File: src/rtl/sa_tile_seq.sv
// rtl/sa_tile_seq.sv - tile sequencer driving clear, wavefront valids and shift enable for a systolic array
module sa_tile_seq #(
    parameter int ROWS   = 4,
    parameter int COLS   = 4,
    parameter int K_BITS = 16
) (
    input  logic              clk,
    input  logic              rstn,
    input  logic              start_i,
    input  logic [K_BITS-1:0] k_len_i,
    input  logic              feed_vld_i,
    output logic              busy_o,
    output logic              clr_o,
    output logic              shift_en_o,
    output logic              feed_pop_o,
    output logic [ROWS-1:0]   a_v_o,
    output logic [COLS-1:0]   b_v_o,
    output logic              done_o,
    output logic              underrun_o
);

    localparam int M_MAX = (ROWS > COLS) ? ROWS : COLS;
    localparam int M_MIN = (ROWS < COLS) ? ROWS : COLS;
    localparam int TW    = K_BITS + 1;
    localparam bit SKIP_FLUSH = (M_MIN == 1);

    typedef enum logic [2:0] {
        S_IDLE,
        S_CLEAR,
        S_PRIME,
        S_FEED,
        S_FLUSH,
        S_DONE
    } state_t;

    state_t            state, state_nxt;
    logic [K_BITS-1:0] k_q;
    logic [TW-1:0]     t_q;
    logic              underrun_q;

    // One extra bit so K+r and K+ROWS+COLS-3 never wrap in comparisons.
    logic [TW:0] t_ext, k_ext, feed_last, flush_last;
    assign t_ext      = {1'b0, t_q};
    assign k_ext      = {2'b00, k_q};
    assign feed_last  = k_ext + (TW+1)'(M_MAX - 2);
    assign flush_last = k_ext + (TW+1)'(ROWS + COLS - 3);

    always_ff @(posedge clk or negedge rstn) begin
        if (!rstn) begin
            state      <= S_IDLE;
            k_q        <= '0;
            t_q        <= '0;
            underrun_q <= 1'b0;
        end else begin
            state <= state_nxt;
            case (state)
                S_IDLE: begin
                    if (start_i) k_q <= k_len_i;
                end
                S_CLEAR: begin
                    t_q        <= '0;
                    underrun_q <= 1'b0;
                end
                S_FEED: begin
                    t_q <= t_q + 1'b1;
                    if (!feed_vld_i) underrun_q <= 1'b1;
                end
                S_FLUSH: begin
                    t_q <= t_q + 1'b1;
                end
                default: ;
            endcase
        end
    end

    // FEED never stalls: a held wavefront would re-accumulate in interior PEs.
    always_comb begin
        state_nxt = state;
        case (state)
            S_IDLE:  if (start_i) state_nxt = S_CLEAR;
            S_CLEAR: state_nxt = (k_q == '0) ? S_DONE : S_PRIME;
            S_PRIME: if (feed_vld_i) state_nxt = S_FEED;
            S_FEED:  if (t_ext == feed_last) state_nxt = SKIP_FLUSH ? S_DONE : S_FLUSH;
            S_FLUSH: if (t_ext == flush_last) state_nxt = S_DONE;
            S_DONE:  state_nxt = S_IDLE;
            default: state_nxt = S_IDLE;
        endcase
    end

    always_comb begin
        busy_o     = (state != S_IDLE);
        clr_o      = (state == S_CLEAR);
        shift_en_o = (state == S_FEED) || (state == S_FLUSH);
        feed_pop_o = (state == S_FEED);
        done_o     = (state == S_DONE);
        underrun_o = underrun_q;
        a_v_o      = '0;
        b_v_o      = '0;
        for (int r = 0; r < ROWS; r++) begin
            a_v_o[r] = (state == S_FEED) && (t_ext >= (TW+1)'(r)) &&
                       (t_ext < k_ext + (TW+1)'(r));
        end
        for (int c = 0; c < COLS; c++) begin
            b_v_o[c] = (state == S_FEED) && (t_ext >= (TW+1)'(c)) &&
                       (t_ext < k_ext + (TW+1)'(c));
        end
    end

endmodule

File: config.mk
export PLATFORM = sky130hd
export DESIGN_NAME = sa_tile_seq
export DESIGN_NICKNAME = d
export VERILOG_FILES = /design/src/rtl/sa_tile_seq.sv
export SDC_FILE = /design/constraint.sdc
export NUM_CORES = 1
export LEC_CHECK = 0
export ABC_AREA = 1
export CORE_MARGIN = 2
export CORE_UTILIZATION = 65
export CTS_CLUSTER_SIZE = 28
export DETAILED_ROUTE_END_ITERATION = 7
export DONT_BUFFER_PORTS = 1
export PLACE_DENSITY = 0.93
export SLEW_MARGIN = 30
export SYNTH_ARGS = -nofsm -noshare
export SYNTH_HDL_FRONTEND = slang
export SYNTH_SLANG_ARGS = --single-unit
File: constraint.sdc
create_clock -name clk -period 3.7 [get_ports clk]
set_input_delay 0 -clock clk [delete_from_list [all_inputs] [get_ports clk]]
set_output_delay 0 -clock clk [all_outputs]
set_load 0.02 [all_outputs]
==> summary.txt <==
STA
  – Max-slew violation count: 0
  – Period utilisation layout: 0.949
  – RSZ-0062 raised after global routing: no
  – Min setup slack post-route: 188 ps
  – Total setup violations reported at the end of the flow: 0
  – Worst-Margin Slew: 728 ps
  – Min Tclk post-route: 3510 ps
  – Worst rel slew slack: 0.513
  – Clock skew after layout: roughly 5.5 ps
  – Maximum clock frequency: 285 MHz
  – Hold Vio Cnt, Final: 0
  – Setup TNS: 0 ps

Routing
  – Post-detailed-route DRC marker count: 0
  – Drt initial violations: 600
  – Uppermost layer routed: met4
  – Total length of routed met2 wires: 7000 um
  – Detail-routed net length per standard cell: 19.1 um
  – Detailed-router iteration count before antenna repair: 5
  – Total length of routed met3 wires: ~1600 um
  – Total detailed-routing wirelength: 15800 um
  – Vias/cell: about 6.1
  – Length of routed wiring on met1: 6210 um
  – Total number of vias: 5023
  – Number of nets with antenna violations after detailed routing: 0

Clock tree
  – Root cell of the clock tree: clkbuf_8
  – Clk Latency, worst-skew pair: 300 ps
  – CTS tree: done
  – Maximum buffer depth of the clock tree: 2
  – Number of sinks handled by clock tree synthesis: 37
  – Clock Pin Slew Worst Setup and Hold Paths: 80 ps
  – H-Tree Level Count: 2
  – TritonCTS buffer count: 5
  – Number of setup buffers added after CTS: 0

Worst setup path
  – CP endpoint: a_v_o[3]
  – Top cell family by delay on the critical path: simple AND/OR/NAND/NOR gates
  – CP bufs+invs: 3
  – Launch instance of the worst register-to-register path: k_q[2]
  – Max incr delay on CP: ~450 ps
  – Endpoint of the worst-slack reg-to-reg timing path: state[1]
  – Most used cell along the critical path: nor2_1
  – Critical-path top delay cell: dfrtp_1
  – Arrival @ worst endpoint: 3510 ps
  – Required time of the critical path: 3700 ps
  – R2R setup slack: approximately 320 ps
  – Crit start category: register
  – Largest driver fanout on the critical path: 7
  – Critical path endpoint category: output pin
  – Cell-by-cell listing of the critical path: inv_1 > ha_1 > nor2_1 > inv_1 > nor2_1 > nand2_1 > xor2_1 > ha_1 > nand2_1 > nor3_1 > nand3_1 > o211ai_1 > nor2_1 > buf_4
  – Levels on crit path: 14
  – Worst R2R Path Depth: 16
  – Startpoint of the worst setup timing path: k_q[0]
  – Classification of the worst setup path: reg -> out

Synth
  – Total nets after synthesis: 799
  – Share of async-settable or async-resettable flops after synthesis: 1.00
  – Dominant register cell in the synthesized netlist: dfrtp_1
  – Netlist area before placement: 0.00474 mm2
  – Number of synthesized flops with an enable pin: 0
  – Average size of a mapped cell: 6.72 um2
  – Gate Count Post-Synth: 705
  – Seq/Total Area, Yosys: 0.195
  – Distinct cells, synth: 43
  – Seq cells post-synth: 37
  – Number of warnings printed during yosys synthesis: 0

Floorplanning
  – Overall die width: 89.4 um
  – Number of cell rows: 31
  – Core footprint: a little over 0.007 mm2
  – I/O pin count: 34
  – Starting Density: 0.664
  – Die Y: 89.4 um
  – Die footprint: 0.00799 mm2

Placed design
  – Post-Place Cells: ~800
  – Setup Slack @ Placement: between 400 and 500 ps
  – Detailed Place HPWL: 12000 um
  – Number of buffers added on ports: 0
  – Routability cong.: 1.10

Run
  – Number of violations of the max-capacitance limit: 0

Finish
  – Filler Cells Inserted: 618
  – Area overhead of the layout relative to synthesis: 8.21%
  – Layout cells sized above 1: 0.0552
  – Cell Count, Final, Fillers Out: around 820
  – Finished Core Util: 0.719
  – Diodes inserted: 0
  – Post-layout nets: approximately 820

Global routing
  – Wire length of the first global-routing pass: roughly 24000 um
  – Final global-route overflow total: 0
  – All-Layer GR Usage: 0.409
  – Largest net degree at the start of global routing: 38
  – Initial antenna violation count: 0
  – Number of global-route vias before repair: 4813

Power
  – Logic pwr share: 0.722
  – Clock power frac: 0.080
  – Psw: approximately 2.2 mW
  – Worst IR drop on VDD: 0.000579 V
  – Sw Share: 0.595
  – Portion of total power attributed to sequential cells: 0.198
  – Power per unit of standard cell area: 717 mW/mm2
  – Leakage dissipation: 2.77 nW
  – Cell internal pwr: 1.49 mW

Run status
  – Result of the run: complete, no violations

Min path
  – HP Start: start_i
  – Hold crit path type: in -> reg
## synthesized netlist by cell type (2+ instances only)
cell | n | area [um2]
nand3b_1 | 2 | 15.0
buf_1 | 2 | 7.51
nor2_4 | 5 | 56.3
buf_4 | 5 | 37.5
clkbuf_2 | 3 | 15.0
nand3_1 | 47 | 235
nand2_2 | 7 | 43.8
xnor2_1 | 3 | 26.3
nor2_1 | 72 | 270
ha_1 | 74 | 926
buf_2 | 4 | 20.0
o22ai_1 | 4 | 25.0
o21ai_0 | 21 | 105
a211oi_1 | 4 | 30.0
nand2_1 | 158 | 593
inv_2 | 3 | 11.3
nor4_1 | 5 | 31.3
nor3_1 | 30 | 150
o32ai_1 | 3 | 26.3
clkinv_1 | 3 | 11.3
a21o_1 | 2 | 15.0
nand4_1 | 14 | 87.6
inv_1 | 88 | 330
nor2_2 | 5 | 31.3
xor2_1 | 37 | 324
o21ai_1 | 2 | 10.0
dfrtp_1 | 37 | 926
o31ai_1 | 3 | 22.5
a21oi_1 | 48 | 240
## layout by cell type (no fill, tap or decap), types with 2 or more instances in the layout
master | synthesis | routed
nor3_1 | 30 | 30
dlygate4sd3_1 | 0 | 18
xnor2_1 | 3 | 3
a21oi_1 | 48 | 48
ha_1 | 74 | 74
clkinv_1 | 3 | 3
nor2_1 | 72 | 72
o21ai_1 | 2 | 2
inv_1 | 88 | 88
nand3b_1 | 2 | 2
nand2_1 | 158 | 157
inv_2 | 3 | 3
xor2_1 | 37 | 37
o22ai_1 | 4 | 4
nand2_2 | 7 | 8
buf_4 | 5 | 9
clkbuf_8 | 1 | 6
o21ai_0 | 21 | 21
o32ai_1 | 3 | 3
nor2_4 | 5 | 5
a211oi_1 | 4 | 4
nand3_1 | 47 | 47
dfrtp_1 | 37 | 37
nand4_1 | 14 | 14
o31ai_1 | 3 | 3
nor4_1 | 5 | 5
nor2_2 | 5 | 5
a21o_1 | 2 | 2
## per-stage QoR
stage / power [mW] / area [um2] / hold WS, ps
final: 3.68 / 5130 / 107
after global placement: 3.19 / 4830 / -295
after floorplan: 2.59 / 4740 / -296
after detailed placement: 3.25 / 4830 / -295
after CTS: 3.57 / 5120 / 76.7
after global routing: 3.97 / 5130 / 180
## worst min-delay path by stage
stage	slack [ps]	cells past startpoint	endpoint
6_report	110	4	state[2]
5_1_grt	180	4	state[2]
4_1_cts	80	4	state[2]
3_5_place_dp	-300	0	k_q[14]
3_3_place_gp	-290	0	k_q[13]
2_1_floorplan	-300	0	k_q[0]
## worst register-to-register path: cells and delay by family (launching register included)
kind	cells	cell delay (ps)
compound gates	1	350
flops	1	460
buf+inv	4	370
fa+ha+maj	2	560
simple gates	8	1370
xor+xnor	1	170
## power groups by stage
stage / Clock (mW) / Sequential [mW] / Combinational [mW]
floorplan: 0 / 0.637 / 1.95
global placement: 0 / 0.717 / 2.47
detailed placement: 0 / 0.724 / 2.53
CTS: 0.294 / 0.715 / 2.56
global route: 0.303 / 0.749 / 2.92
finish: 0.295 / 0.730 / 2.66
## timing repair
| action | 4_1_cts | 5_1_grt |
|---|---|---|
| endpoints found under the setup margin | 0 | 2 |
| hold buffers | 19 | 0 |
| resized for setup | 0 | 1 |
| hold endpoints to repair | 54 | 0 |
## routing by layer
layer	global-route usage	up-vias
met5	0	-
met4	0.225	0
met3	0.0693	79
met2	0.634	301
met1	0.542	2277
li1	-	2366
## registers in the layout (all words and copies together) (netlist names)
name        flops
k_q            16
state           3
t_q            17
underrun_o      1
## logic make-up after synthesis
group	after synthesis	share of synthesized area
flip-flops	37	0.195
adder cells (fa/ha/maj)	74	0.195
XOR/XNOR	40	0.0739
buffers and inverters	110	0.0950
AND/OR/NAND/NOR	349	0.327
AO/OA/AOI/OAI	95	0.114
## cell type report
cell class | instances | area (um2) | area share
inverters | 94 | 353 | 0.0688
well taps | 99 | 124 | 0.0242
flip-flops and latches | 37 | 926 | 0.181
multi-input cells | 558 | 3370 | 0.657
clock buffers | 7 | 86.3 | 0.0168
repair buffers | 28 | 268 | 0.0522
Power figures use the tool's default switching activity.
